## config.mk

```make
export PLATFORM = sky130hd
export DESIGN_NAME = uart_rx_sched_ctrl
export DESIGN_NICKNAME = d
export VERILOG_FILES = /design/src/rtl/uart_rx_pkg.sv /design/src/rtl/uart_rx_byte_fifo.sv /design/src/rtl/uart_rx_sched_ctrl.sv
export SDC_FILE = /design/constraint.sdc
export NUM_CORES = 1
export LEC_CHECK = 0
export ABC_AREA = 1
export ABC_CLOCK_PERIOD_IN_PS = 2300
export CAP_MARGIN = 20
export CORE_MARGIN = 5
export CORE_UTILIZATION = 25
export CTS_CLUSTER_DIAMETER = 200
export DETAILED_ROUTE_END_ITERATION = 16
export GPL_TIMING_DRIVEN = 0
export HOLD_SLACK_MARGIN = 0.05
export PLACE_DENSITY = 0.52
export REMOVE_ABC_BUFFERS = 1
export SLEW_MARGIN = 40
export SYNTH_ARGS = -nofsm -noshare
export SYNTH_HDL_FRONTEND = slang
export SYNTH_SLANG_ARGS = --single-unit
```

## constraint.sdc

```tcl
create_clock -name clk -period 2.3 [get_ports clk]
set_input_delay 0.69 -clock clk [delete_from_list [all_inputs] [get_ports clk]]
set_output_delay 0.69 -clock clk [all_outputs]
set_load 0.05 [all_outputs]
```

## src/rtl/uart_rx_pkg.sv

```systemverilog
// Shared types and constants for the UART receive scheduler: FSM states,
// legal prescale values, reset defaults and counter widths.
package uart_rx_pkg;

  typedef enum logic [1:0] {
    RUN    = 2'd0,
    DRAIN  = 2'd1,
    COMMIT = 2'd2,
    SETTLE = 2'd3
  } state_e;

  localparam logic [5:0] PRESCALE_8   = 6'd8;
  localparam logic [5:0] PRESCALE_16  = 6'd16;
  localparam logic [5:0] PRESCALE_32  = 6'd32;
  localparam logic [5:0] PRESCALE_DEF = PRESCALE_8;

  localparam int ERR_CNT_W  = 8;
  localparam int FIFO_CNT_W = 5;

  function automatic logic prescale_legal(input logic [5:0] p);
    return (p == PRESCALE_8) || (p == PRESCALE_16) || (p == PRESCALE_32);
  endfunction

endpackage

```

## src/rtl/uart_rx_byte_fifo.sv

```systemverilog
// Synchronous byte FIFO; write-to-head latency 1 cycle; a push while full is
// dropped (ovf_o pulses) unless a pop happens in the same cycle.
module uart_rx_byte_fifo
  import uart_rx_pkg::*;
#(
  parameter int DEPTH = 4
) (
  input  logic                  clk,
  input  logic                  rst,
  input  logic                  push_i,
  input  logic [7:0]            push_dat_i,
  input  logic                  pop_i,
  output logic [7:0]            head_dat_o,
  output logic                  head_vld_o,
  output logic                  full_o,
  output logic                  ovf_o,
  output logic [FIFO_CNT_W-1:0] count_o
);

  localparam int PTR_W = (DEPTH > 1) ? $clog2(DEPTH) : 1;

  logic [7:0]            mem_q [DEPTH];
  logic [PTR_W-1:0]      wr_ptr_q, rd_ptr_q;
  logic [FIFO_CNT_W-1:0] count_q;
  logic                  empty, full, pop_ok, push_ok;

  assign empty   = (count_q == '0);
  assign full    = (count_q == FIFO_CNT_W'(DEPTH));
  assign pop_ok  = pop_i && !empty;
  // A pop in the same cycle frees the slot, so a full FIFO still accepts.
  assign push_ok = push_i && (!full || pop_ok);

  always_ff @(posedge clk) begin
    if (push_ok) mem_q[wr_ptr_q] <= push_dat_i;
  end

  always_ff @(posedge clk) begin
    if (rst) begin
      wr_ptr_q <= '0;
      rd_ptr_q <= '0;
      count_q  <= '0;
    end else begin
      if (push_ok) wr_ptr_q <= wr_ptr_q + PTR_W'(1);
      if (pop_ok)  rd_ptr_q <= rd_ptr_q + PTR_W'(1);
      case ({push_ok, pop_ok})
        2'b10:   count_q <= count_q + FIFO_CNT_W'(1);
        2'b01:   count_q <= count_q - FIFO_CNT_W'(1);
        default: count_q <= count_q;
      endcase
    end
  end

  assign head_vld_o = !empty;
  assign head_dat_o = empty ? 8'h00 : mem_q[rd_ptr_q];
  assign full_o     = full;
  assign ovf_o      = push_i && full && !pop_ok;
  assign count_o    = count_q;

endmodule

```

## src/rtl/uart_rx_sched_ctrl.sv

```systemverilog
// UART RX scheduler: commits prescale/parity only between frames (drain, commit,
// settle), buffers bytes in a FIFO. Error counters exist only with UART_RX_ERR_CNT_EN.
module uart_rx_sched_ctrl
  import uart_rx_pkg::*;
#(
  parameter int         FIFO_DEPTH   = 4,
  parameter int         SETTLE_CYC   = 2,
  parameter logic [5:0] DEF_PRESCALE = PRESCALE_DEF
) (
  input  logic       clk,
  input  logic       rst,
  input  logic       cfg_wr,
  input  logic [5:0] cfg_prescale,
  input  logic       cfg_par_en,
  input  logic       cfg_par_typ,
  output logic       cfg_ack,
  output logic       cfg_err,
  input  logic       rx_busy,
  input  logic       rx_data_valid,
  input  logic [7:0] rx_p_data,
  input  logic       rx_par_err,
  input  logic       rx_stp_err,
  output logic       rx_en,
  output logic [5:0] prescale,
  output logic       par_en,
  output logic       par_typ,
  output logic       out_valid,
  output logic [7:0] out_data,
  input  logic       out_ready,
  output logic [4:0] fifo_count,
  output logic       overflow,
  input  logic       clr_stat,
  output logic [7:0] par_err_cnt,
  output logic [7:0] stp_err_cnt
);

  state_e     state_q, state_d;
  logic [3:0] settle_q, settle_d;
  logic       redo_q, redo_d;
  logic [5:0] pend_prescale_q, live_prescale_q;
  logic       pend_par_en_q, pend_par_typ_q, live_par_en_q, live_par_typ_q;
  logic       cfg_ack_q, cfg_err_q, ovf_q, fifo_ovf;
  logic       wr_legal, wr_bad;

  assign wr_legal = cfg_wr && prescale_legal(cfg_prescale);
  assign wr_bad   = cfg_wr && !prescale_legal(cfg_prescale);

  always_comb begin
    state_d  = state_q;
    settle_d = settle_q;
    redo_d   = redo_q;
    rx_en    = 1'b1;
    case (state_q)
      RUN:   if (wr_legal) state_d = DRAIN;
      DRAIN: if (!rx_busy && !rx_data_valid) state_d = COMMIT;
      COMMIT: begin
        rx_en    = 1'b0;
        state_d  = SETTLE;
        settle_d = 4'(SETTLE_CYC - 1);
        if (wr_legal) redo_d = 1'b1;
      end
      SETTLE: begin
        rx_en = 1'b0;
        if (wr_legal) redo_d = 1'b1;
        // A write accepted while RX was held gets its own drain/commit pass.
        if (settle_q == 4'd0) begin
          if (redo_q || wr_legal) begin
            state_d = DRAIN;
            redo_d  = 1'b0;
          end else begin
            state_d = RUN;
          end
        end else begin
          settle_d = settle_q - 4'd1;
        end
      end
      default: state_d = RUN;
    endcase
  end

  always_ff @(posedge clk) begin
    if (rst) begin
      state_q         <= RUN;
      settle_q        <= '0;
      redo_q          <= 1'b0;
      pend_prescale_q <= DEF_PRESCALE;
      pend_par_en_q   <= 1'b0;
      pend_par_typ_q  <= 1'b0;
      live_prescale_q <= DEF_PRESCALE;
      live_par_en_q   <= 1'b0;
      live_par_typ_q  <= 1'b0;
      cfg_ack_q       <= 1'b0;
      cfg_err_q       <= 1'b0;
      ovf_q           <= 1'b0;
    end else begin
      state_q   <= state_d;
      settle_q  <= settle_d;
      redo_q    <= redo_d;
      cfg_ack_q <= (state_q == COMMIT);
      cfg_err_q <= wr_bad;
      if (wr_legal) begin
        pend_prescale_q <= cfg_prescale;
        pend_par_en_q   <= cfg_par_en;
        pend_par_typ_q  <= cfg_par_typ;
      end
      if (state_q == COMMIT) begin
        live_prescale_q <= pend_prescale_q;
        live_par_en_q   <= pend_par_en_q;
        live_par_typ_q  <= pend_par_typ_q;
      end
      if (clr_stat)      ovf_q <= 1'b0;
      else if (fifo_ovf) ovf_q <= 1'b1;
    end
  end

  uart_rx_byte_fifo #(.DEPTH(FIFO_DEPTH)) u_fifo (
    .clk        (clk),
    .rst        (rst),
    .push_i     (rx_data_valid),
    .push_dat_i (rx_p_data),
    .pop_i      (out_ready),
    .head_dat_o (out_data),
    .head_vld_o (out_valid),
    .full_o     (),
    .ovf_o      (fifo_ovf),
    .count_o    (fifo_count)
  );

`ifdef UART_RX_ERR_CNT_EN
  logic [ERR_CNT_W-1:0] par_cnt_q, stp_cnt_q;

  always_ff @(posedge clk) begin
    if (rst || clr_stat) begin
      par_cnt_q <= '0;
      stp_cnt_q <= '0;
    end else begin
      if (rx_par_err && (par_cnt_q != '1)) par_cnt_q <= par_cnt_q + ERR_CNT_W'(1);
      if (rx_stp_err && (stp_cnt_q != '1)) stp_cnt_q <= stp_cnt_q + ERR_CNT_W'(1);
    end
  end

  assign par_err_cnt = par_cnt_q;
  assign stp_err_cnt = stp_cnt_q;
`else
  logic unused_err;
  assign unused_err  = rx_par_err | rx_stp_err;
  assign par_err_cnt = '0;
  assign stp_err_cnt = '0;
`endif

  assign cfg_ack  = cfg_ack_q;
  assign cfg_err  = cfg_err_q;
  assign prescale = live_prescale_q;
  assign par_en   = live_par_en_q;
  assign par_typ  = live_par_typ_q;
  assign overflow = ovf_q;

endmodule
```

==> impl_metrics.toml <==
[status]
status = "complete, but fails checks"
failed_checks = "setup timing"

[power]
p_per_cell_area_nw_per_um2 = 1400
leakage_power_of_the_design_nw = 1.70
finalPower_mw = 5.85
ir_drop_v = 0.000739

[sta]
finalHoldViolations = 0
final_critical_path_time_including_i_o_delays_and_setup_ns = 2.33
final_min_period_over_clock_period_pct = 101
maximum_clock_frequency_mhz = 429
finalClockSkew_ns = 0.00277
slew_headroom_pct = 44.6
final_max_slew_viol_count = 0
finalSetupViolCount = 4
fin_ws_ns = -0.0298
rsz0062_at_grt = "yes"
tightest_slew_ns = 0.830
fin_worst_hold_slack_ns = 0.440

[floorplanning]
floorplan.die.width_um = 122
initial_core_util_pct = 25.8
io_pins = 67
fp.dieArea_um2 = 14800
core_outline_area_um2 = 12100
overall_die_height_um = 122
std_cell_rows = 40

[clocking]
max-clock-path-buffers = 2
clockRootBuffer = "sky130_fd_sc_hd__clkbuf_16"
tritoncts = "built"
cts_inserted_buffers = 9
insertion_delay_ns = 0.33
cts.reportedPaths.clkPinSlew_ns = 0.06
cts_htree_levels = 3
cts_sinks = 69

[synth]
synthesis.instances = 339
top_reg_cell_synth = "sky130_fd_sc_hd__dfxtp_1"
synth_compound_area_share_pct = 11.6
synth_area_per_cell_um2 = 9.22
synth_top_area_cell = "sky130_fd_sc_hd__edfxtp_1"
synth_top_area_share_pct = 30.7
synth_xor_xnor_area_share_pct = 2.20
synth_simple_gate_area_share_pct = 16.5
synthMostInstantiatedCell = "sky130_fd_sc_hd__nor2_1"
synth.distinct_cells = 35
synth.yosys.warnings = 0
synthesis.area_um2 = 3130
synth_top_cells_by_area = "sky130_fd_sc_hd__edfxtp_1 (31%), sky130_fd_sc_hd__dfxtp_1 (24%), sky130_fd_sc_hd__nor2_1 (8.9%), sky130_fd_sc_hd__ha_1 (5.6%), sky130_fd_sc_hd__o21ai_0 (5.0%)"
synth_sequential_area_ratio_pct = 54.4
yosys_register_bits = 69
synth_common_cells = "sky130_fd_sc_hd__nor2_1 (74), sky130_fd_sc_hd__dfxtp_1 (37), sky130_fd_sc_hd__edfxtp_1 (32), sky130_fd_sc_hd__o21ai_0 (31), sky130_fd_sc_hd__inv_1 (30)"
synth-async-reset-ratio_pct = 0
synth_top_family_by_area = "simple AND/OR/NAND/NOR gates"
yosys.area_share.adder_pct = 5.60
synth_edf_count = 32
synth.mux.area_fraction_pct = 0

[critical_path]
critical_path_required_ns = 1.61
crit_arrival_ns = 1.64
crit_type = "reg -> out"
critPathSlowestCell = "sky130_fd_sc_hd__dfxtp_4"
critPathMostFrequentCell = "sky130_fd_sc_hd__buf_6"
worst_setup_end_kind = "output pin"
timing.critical_path.cells = "nor4_4, nand2_2, clkinvlp_4, buf_6, a21oi_2, buf_6"
worst_path_largest_cell_delay_ns = 0.36
worstPathMaxFanout = 8
setup.worst_path.start_class = "register"

[drt]
drt_iter0_drc = 75
topRoutingLayerUsed = "met4"
drc_markers = 0
routedWlPerCell_um = 11.8
total_routed_wire_length_on_the_met1_layer_um = 3160
post_drt_via_cell_ratio = 3.99
ant_nets_after_route = 0
wl_met2_um = 3000
vias = 2284
postRouteWirelength_um = 6740
met3_wirelength_um = 511
drt-pass1-iter-count = 4

[placement]
detailedPlacementHpwl_um = 4550
portBuffers = 48
placement.setup.worst_slack_ns = -0.653
gp_congestion = 0.754

[hold_path]
worst_hold_path_type = "reg -> reg"

[grt]
grt_overflow_total = 0
gr-usage-all-layers_pct = 9.28
grt_antenna_before_repair = 0
grt_pass1_wl_um = 10700
grt_max_degree = 21
grt_pass1_vias = 2227

[final_layout]
fill_cells = 1260
fraction_of_final_layout_cells_with_drive_strength_greater_than_1_pct = 18.6
area_growth_from_synthesis_to_layout_pct = 33.6
nNetsFinal = 438
antenna_cells = 0
finished_core_util_pct = 34.5

[job]
max_cap_viol_count = 0
[critical path, delay by kind of cell, from the launching register on]
kind                   cells  cell delay, ns
AOI/OAI and AO/OA          1            0.03
buffers and inverters      3            0.47
DFF                        1            0.36
and+or+nand+nor            2            0.46
[cell usage in the layout, fill, tap and decap left out, types with 3 or more instances in the layout]
cell | synthesis | routed
sky130_fd_sc_hd__nor2_1 | 74 | 71
sky130_fd_sc_hd__clkdlybuf4s50_1 | 0 | 34
sky130_fd_sc_hd__edfxtp_1 | 32 | 32
sky130_fd_sc_hd__o21ai_0 | 31 | 30
sky130_fd_sc_hd__dfxtp_1 | 37 | 30
sky130_fd_sc_hd__inv_1 | 30 | 27
sky130_fd_sc_hd__nand2_1 | 25 | 24
sky130_fd_sc_hd__a21oi_1 | 22 | 20
sky130_fd_sc_hd__conb_1 | 1 | 16
sky130_fd_sc_hd__buf_4 | 16 | 15
sky130_fd_sc_hd__ha_1 | 14 | 11
sky130_fd_sc_hd__clkbuf_16 | 0 | 9
sky130_fd_sc_hd__clkinvlp_4 | 0 | 8
sky130_fd_sc_hd__o21ai_1 | 6 | 7
sky130_fd_sc_hd__xor2_1 | 6 | 5
sky130_fd_sc_hd__nand3_1 | 5 | 5
sky130_fd_sc_hd__buf_6 | 1 | 5
sky130_fd_sc_hd__nand2_2 | 4 | 4
sky130_fd_sc_hd__nor2_2 | 1 | 4
sky130_fd_sc_hd__dfxtp_4 | 0 | 4
sky130_fd_sc_hd__inv_2 | 4 | 3
sky130_fd_sc_hd__a21oi_2 | 1 | 3
sky130_fd_sc_hd__nor3_1 | 3 | 3
sky130_fd_sc_hd__dlygate4sd2_1 | 0 | 3
sky130_fd_sc_hd__dfxtp_2 | 0 | 3
[power breakdown]
part	internal [mW]	total, mW	switching (mW)	leakage [nW]
registers	1.51	1.70	0.184	0.600
clock network	0.763	1.29	0.527	0.127
logic	0.981	2.86	1.88	0.969
total	3.26	5.85	2.59	1.70
[layer usage]
layer,vias to the layer above,global-route usage (%)
li1,1192,-
met3,7,4.97
met5,-,0
met2,57,14.6
met1,1028,11.0
met4,0,2.52
[sequential cells by signal, summed over array words and instances (netlist names), named ones only]
| register | flops |
|---|---|
| overflow | 1 |
| pend_par_typ_q | 1 |
| u_fifo.wr_ptr_q | 2 |
| state_q | 2 |
| u_fifo.mem_q | 32 |
| settle_q | 4 |
| par_en | 1 |
| prescale | 6 |
| par_typ | 1 |
| u_fifo.rd_ptr_q | 2 |
| redo_q | 1 |
| cfg_err | 1 |
| pend_par_en_q | 1 |
| cfg_ack | 1 |
| u_fifo.count_o | 5 |
| pend_prescale_q | 6 |
[layout make-up]
type                            count  area [µm²]  share of cell area [%]
Sequential cell                    69        1720                    41.2
Multi-Input combinational cell    225        1250                    29.9
Timing Repair Buffer               59         561                    13.4
Clock buffer                       10         239                    5.72
Tap cell                          168         210                    5.03
Inverter                           34         141                    3.39
Clock inverter                      6        47.5                    1.14
Timing Repair inverter              1        7.51                   0.180
[worst paths after layout]
path                                                       from                         endpoint  slack [ns]  cells past startpoint
worst max-delay path             u_fifo.count_o[3]$_SDFFE_PP0P_                      out_data[2]       -0.03                      6
worst min-delay path            pend_prescale_q[1]$_SDFFE_PP0P_  pend_prescale_q[1]$_SDFFE_PP0P_        0.44                      2
worst max register to register   u_fifo.count_o[3]$_SDFFE_PP0P_   u_fifo.count_o[4]$_SDFFE_PP0P_        0.02                     14
worst min register to register  pend_prescale_q[1]$_SDFFE_PP0P_  pend_prescale_q[1]$_SDFFE_PP0P_        0.44                      2
[per-stage QoR]
step	instance area (µm²)	TNS (ns)	std cells
finish	4180	-0.0543	572
global route	4180	-0.829	572
CTS	4100	-0.0743	567
detailed placement	3700	-14.83	544
global placement	3700	-14.40	544
floorplan	3010	-4.87	328
[cell families (layout without fill, tap and decap cells)]
kind of cell / after synthesis / count (layout)
buf+inv: 60 / 110
xor+xnor: 7 / 7
fa+ha+maj: 14 / 14
simple gates: 120 / 120
compound gates: 68 / 68
other cells: 1 / 16
flops: 69 / 69
[repair_timing]
action / CTS / global route
setup buffers: 7 / 4
setup endpoints to repair: 17 / 18
resized for setup: 80 / 13
hold buffers: 0 / 0
gates cloned: 0 / 1
pin swaps: 4 / 6
(Power assumes the default switching activity.)
==> variant 1: new RTL, config.mk and constraints unchanged <==
Add a define of `UART_RX_ERR_CNT_EN`.
--- a/src/rtl/uart_rx_sched_ctrl.sv
+++ b/src/rtl/uart_rx_sched_ctrl.sv
@@ -1,5 +1,7 @@
 // UART RX scheduler: commits prescale/parity only between frames (drain, commit,
 // settle), buffers bytes in a FIFO. Error counters exist only with UART_RX_ERR_CNT_EN.
+`define UART_RX_ERR_CNT_EN
+
 module uart_rx_sched_ctrl
   import uart_rx_pkg::*;
 #(
Behaviour: not the same (Yosys sat finds a counterexample within 4 cycles, from zero or initial values and one cycle with rst high).
==> variant 1 against the original RTL <==
Sequential cell count rose by 16. Via count is 36% higher. Total power up 8.6%. Largest power group unchanged. Sequential share of layout area shrank 2.2 points. Routed wire length up 34%. Cell area up 25%. Global-route usage increased by 1.1 points. The run still ends with negative setup slack left. Register-to-register slack better by 0.02 ns. Non-clock buffer count rose by 18. Synthesized area grew 20%. Setup slack improved by 0.020 ns.
==> variant 1: results (changes against the original RTL) <==
{
  "grt_pass1_vias": {"value": 2994, "change": "+34%"},
  "failed_checks": {"value": "negative setup slack"},
  "placement.io_buffers": {"value": 66, "change": "+38%"},
  "cp_max_fo": {"value": 5, "change": "-3"},
  "leakagePower": {"value": 2.28, "unit": "nW", "change": "+35%"},
  "grt_max_degree": {"value": 24, "change": "+14%"},
  "place_area": {"value": 4590, "unit": "sq um", "change": "+24%"},
  "setup-tns-final": {"value": -0.0114, "unit": "ns", "change": "+0.0430 ns"},
  "detailed_place_hpwl": {"value": 6.01, "unit": "mm", "change": "+32%"},
  "ctsLongestPathBuffers": {"value": 2, "change": "unchanged"},
  "drt-wirelength-per-cell": {"value": 12.8, "unit": "microns", "change": "+8.8%"},
  "setup_viol_count_final": {"value": 2, "change": "-2"},
  "syn_area_per_cell": {"value": 8.61, "unit": "sq um", "change": "-6.6%"},
  "post_drt_via_cell_ratio": {"value": 4.40, "change": "+10%"},
  "gp_routability_congestion": {"value": 0.794, "change": "+5.3%"},
  "drt_iter0_markers": {"value": 132, "change": "+76%"},
  "synth_seq_area_share": {"value": 53.9, "unit": "%", "change": "-0.58 points"},
  "post_route_cells_drive_above_1_share": {"value": 15.2, "unit": "%", "change": "-3.3 points"},
  "layout.filler_cells": {"value": 1522, "change": "+21%"},
  "finalWorstSetupSlack": {"value": -0.0100, "unit": "ns", "change": "+0.0199 ns"},
  "grt_first_pass_wirelength": {"value": 14.5, "unit": "mm", "change": "+35%"},
  "grtUsageTotal": {"value": 10.3, "unit": "%", "change": "+1.1 points"},
  "finalNetCount": {"value": 554, "change": "+26%"},
  "crit_arrival": {"value": 1.62, "unit": "ns", "change": "-0.02 ns"},
  "ys_types": {"value": 30, "change": "-14%"},
  "outcome": {"value": "finished, violations left"},
  "wl_met3": {"value": 542, "unit": "microns", "change": "+6.1%"},
  "post_synth_main_area_contributors": {"value": "sky130_fd_sc_hd__dfxtp_1, sky130_fd_sc_hd__edfxtp_1, sky130_fd_sc_hd__nor2_1, sky130_fd_sc_hd__o21ai_0, sky130_fd_sc_hd__nand2_1"},
  "worst_clk_skew": {"value": 0.00949, "unit": "ns", "change": "+0.00672 ns"},
  "rrSetupSlack": {"value": 0.04, "unit": "ns", "change": "+0.02 ns"},
  "dr.pass1.iters": {"value": 5, "change": "+1"},
  "placedCellCount": {"value": 675, "change": "+24%"},
  "preCtsSetupSlack": {"value": -0.631, "unit": "ns", "change": "+0.0220 ns"},
  "synth.cells.most_frequent": {"value": "sky130_fd_sc_hd__nor2_1, sky130_fd_sc_hd__nand2_1, sky130_fd_sc_hd__dfxtp_1, sky130_fd_sc_hd__o21ai_0, sky130_fd_sc_hd__inv_1"},
  "routedLengthMet1": {"value": 4.22, "unit": "mm", "change": "+34%"},
  "finalNonFillerCells": {"value": 703, "change": "+23%"},
  "timing.critical_path.slowest_cell_delay": {"value": 0.38, "unit": "ns", "change": "+0.02 ns"}
}
-- variant 1: cell types whose count changed after synthesis, sizes merged, moves of 13 or more --
cell / change
dfxtp: +16
inv: +17
nor2: +13
nand2: +29
buf: -17
-- variant 1: cell type report --
type / instances / area [sq um] / area share (%)
repair buffers: 77 / 803 / 15.4
clock buffers: 10 / 239 / 4.57
inverters: 51 / 205 / 3.92
multi-input cells: 289 / 1640 / 31.4
clock inverters: 6 / 66.3 / 1.27
repair inverters: 1 / 5.00 / 0.0957
well taps: 184 / 230 / 4.40
flip-flops and latches: 85 / 2040 / 39.0
-- variant 1: worst paths after layout --
kind / to / startpoint / cells past startpoint
max: out_data[6] / u_fifo.count_o[0] / 7
max reg2reg: u_fifo.count_o[4] / u_fifo.count_o[1] / 15
min: pend_prescale_q[2] / pend_prescale_q[2] / 2
min reg2reg: pend_prescale_q[2] / pend_prescale_q[2] / 2
-- variant 1: cells by family after synthesis --
| kind of cell | after synthesis | synth area share (%) |
|---|---|---|
| AO/OA/AOI/OAI | 93 | 13.0 |
| adder cells (fa/ha/maj) | 15 | 5.00 |
| flip-flops | 85 | 53.9 |
| buffers and inverters | 62 | 6.50 |
| AND/OR/NAND/NOR | 169 | 18.8 |
| XOR/XNOR | 12 | 2.80 |
-- variant 1: what timing repair did --
action / 4_1_cts / 5_1_grt
pin swaps: 0 / 6
gates resized for setup: 87 / 56
buffers inserted: 4 / 7
setup endpoints to repair: 28 / 48
gates cloned: 0 / 1
-- variant 1: routing by layer --
metal  GRT usage (%)  vias up
met2            15.9       61
met3            3.45       12
met4            4.85        0
met1            13.1     1437
li1                -     1585
met5               0        -
-- variant 1: report_power, final --
group / total (mW) / internal (mW) / switching, mW
Combinational: 2.90 / 1.04 / 1.85
Sequential: 1.97 / 1.78 / 0.187
Clock: 1.48 / 0.878 / 0.605
==> variant 2: new RTL, same flow settings <==
Without the edit above. One comparison of `count_q` changes from == to >=.
--- a/src/rtl/uart_rx_byte_fifo.sv
+++ b/src/rtl/uart_rx_byte_fifo.sv
@@ -25,7 +25,7 @@
   logic                  empty, full, pop_ok, push_ok;
 
   assign empty   = (count_q == '0);
-  assign full    = (count_q == FIFO_CNT_W'(DEPTH));
+  assign full    = (count_q >= FIFO_CNT_W'(DEPTH));
   assign pop_ok  = pop_i && !empty;
   // A pop in the same cycle frees the slot, so a full FIFO still accepts.
   assign push_ok = push_i && (!full || pop_ok);
Behaviour: no difference found for any inputs over 10 cycles, from zero or initial values and one cycle with rst high; that may be too few to reach the edited logic, so the function may still have changed.
==> variant 2 against the original RTL <==
Critical path depth is 1 lower. Largest cell class unchanged. Routed wire length increased by 0.22%. Via count rose by 0.39%. Total power decreased by 3.0%. Synthesized area down 1.2%. Clock power increased by 17%. Synthesized cell count decreased by 0.29%. Cell count fell by 0.87%. Sequential cell count unchanged. Sequential power shrank 2%. Cell area shrank 1.9%. Critical path type unchanged. Setup slack better by 0.096 ns.
==> variant 2: results (changes against the original RTL) <==
{
  "drt_iter0_markers": {"value": 76, "change": "+1.3%"},
  "detailed_place_hpwl": {"value": 4.49, "unit": "mm", "change": "-1.2%"},
  "worst_clk_skew": {"value": 0.00320, "unit": "ns", "change": "+0.000425 ns"},
  "finalNetCount": {"value": 433, "change": "-1.1%"},
  "layout.filler_cells": {"value": 1221, "change": "-3.1%"},
  "multi_input_area_share": {"value": 29.0, "unit": "%", "change": "-0.90 points"},
  "synth_seq_area_share": {"value": 55.1, "unit": "%", "change": "+0.66 points"},
  "grtUsageTotal": {"value": 9.51, "unit": "%", "change": "+0.23 points"},
  "post_drt_via_cell_ratio": {"value": 4.04, "change": "+1.3%"},
  "seq_share": {"value": 41.7, "unit": "%", "change": "+0.54 points"},
  "grt_pass1_vias": {"value": 2236, "change": "+0.40%"},
  "gp_routability_congestion": {"value": 0.768, "change": "+1.9%"},
  "outcome": {"value": "finished clean"},
  "grt_max_degree": {"value": 23, "change": "+9.5%"},
  "leakagePower": {"value": 1.69, "unit": "nW", "change": "-0.34%"},
  "worst_ir_drop_vdd": {"value": 0.564, "unit": "mV", "change": "-24%"},
  "routedLengthMet1": {"value": 3.16, "unit": "mm", "change": "+0.13%"},
  "drt-wirelength-per-cell": {"value": 11.9, "unit": "microns", "change": "+1.1%"},
  "post_route_cells_drive_above_1_share": {"value": 13.3, "unit": "%", "change": "-5.3 points"},
  "syn_inst": {"value": 338, "change": "-0.29%"},
  "postRouteWirelength": {"value": 6.75, "unit": "mm", "change": "+0.22%"},
  "placedCellCount": {"value": 545, "change": "+0.18%"},
  "post_synth_main_area_contributors": {"value": "sky130_fd_sc_hd__edfxtp_1, sky130_fd_sc_hd__dfxtp_1, sky130_fd_sc_hd__nor2_1, sky130_fd_sc_hd__ha_1, sky130_fd_sc_hd__o21ai_0"},
  "cp_max_fo": {"value": 16, "change": "+8"},
  "grt_first_pass_wirelength": {"value": 10.9, "unit": "mm", "change": "+2.4%"},
  "detailroute.wirelength.met2": {"value": 2.98, "unit": "mm", "change": "-0.77%"},
  "critical_path.reg2reg.startpoint": {"value": "u_fifo.count_o[4]"},
  "place_area": {"value": 3680, "unit": "sq um", "change": "-0.54%"},
  "intPower": {"value": 3.25, "unit": "mW", "change": "-0.32%"},
  "worst_tran_pin_value": {"value": 0.827, "unit": "ns", "change": "-0.00263 ns"},
  "inverters_excl_clock": {"value": 36, "change": "+2.9%"},
  "synth.cells.most_frequent": {"value": "sky130_fd_sc_hd__nor2_1, sky130_fd_sc_hd__dfxtp_1, sky130_fd_sc_hd__edfxtp_1, sky130_fd_sc_hd__inv_1, sky130_fd_sc_hd__nand2_1"}
}
## variant 2: path summary, 6_finish.rpt
kind | end | slack [ns] | cells after the start
max | out_data[3] | 0.07 | 5
min | pend_prescale_q[1] | 0.44 | 2
max reg2reg | u_fifo.count_o[4] | 0.18 | 13
min reg2reg | pend_prescale_q[1] | 0.44 | 2
## variant 2: worst register-to-register path, delay by kind of cell (launching register included)
family                     cells  cell delay [ns]
and+or+nand+nor                5             0.59
adders and majority gates      2             0.49
DFF                            1             0.36
AOI/OAI and AO/OA              2             0.26
buffers and inverters          3             0.21
xor gates and xnor gates       1             0.15
## variant 2: routing by layer
metal	up-vias	global-route usage, %
met5	-	0
li1	1194	-
met2	63	14.3
met3	8	4.06
met1	1028	12.2
met4	0	3.36
## variant 2: through the flow
stage / total power [mW] / setup slack [ns] / hold slack [ns] / TNS, ns
2_1_floorplan: 3.34 / -0.673 / 0.419 / -6.43
3_3_place_gp: 4.08 / -0.724 / 0.427 / -16.86
3_5_place_dp: 4.10 / -0.754 / 0.432 / -16.55
4_1_cts: 5.60 / 0.0173 / 0.443 / 0
5_1_grt: 6.03 / -0.0786 / 0.467 / -0.255
6_report: 5.67 / 0.0659 / 0.440 / 0
## variant 2: logic make-up (layout without fill, tap and decap cells)
group | count (synthesis) | count (layout) | share of synthesized area (%)
AOI/OAI and AO/OA | 69 | 69 | 12.1
xor gates and xnor gates | 5 | 5 | 1.66
adders and majority gates | 14 | 14 | 5.67
buffers and inverters | 60 | 106 | 9.32
DFF | 69 | 69 | 55.1
other | 1 | 16 | 0.121
and+or+nand+nor | 120 | 120 | 16.0
## variant 2: what timing repair did
item	in CTS	in global routing
gates resized for setup	67	17
pin swaps	2	4
endpoints found under the setup margin	16	17
setup buffers	3	3
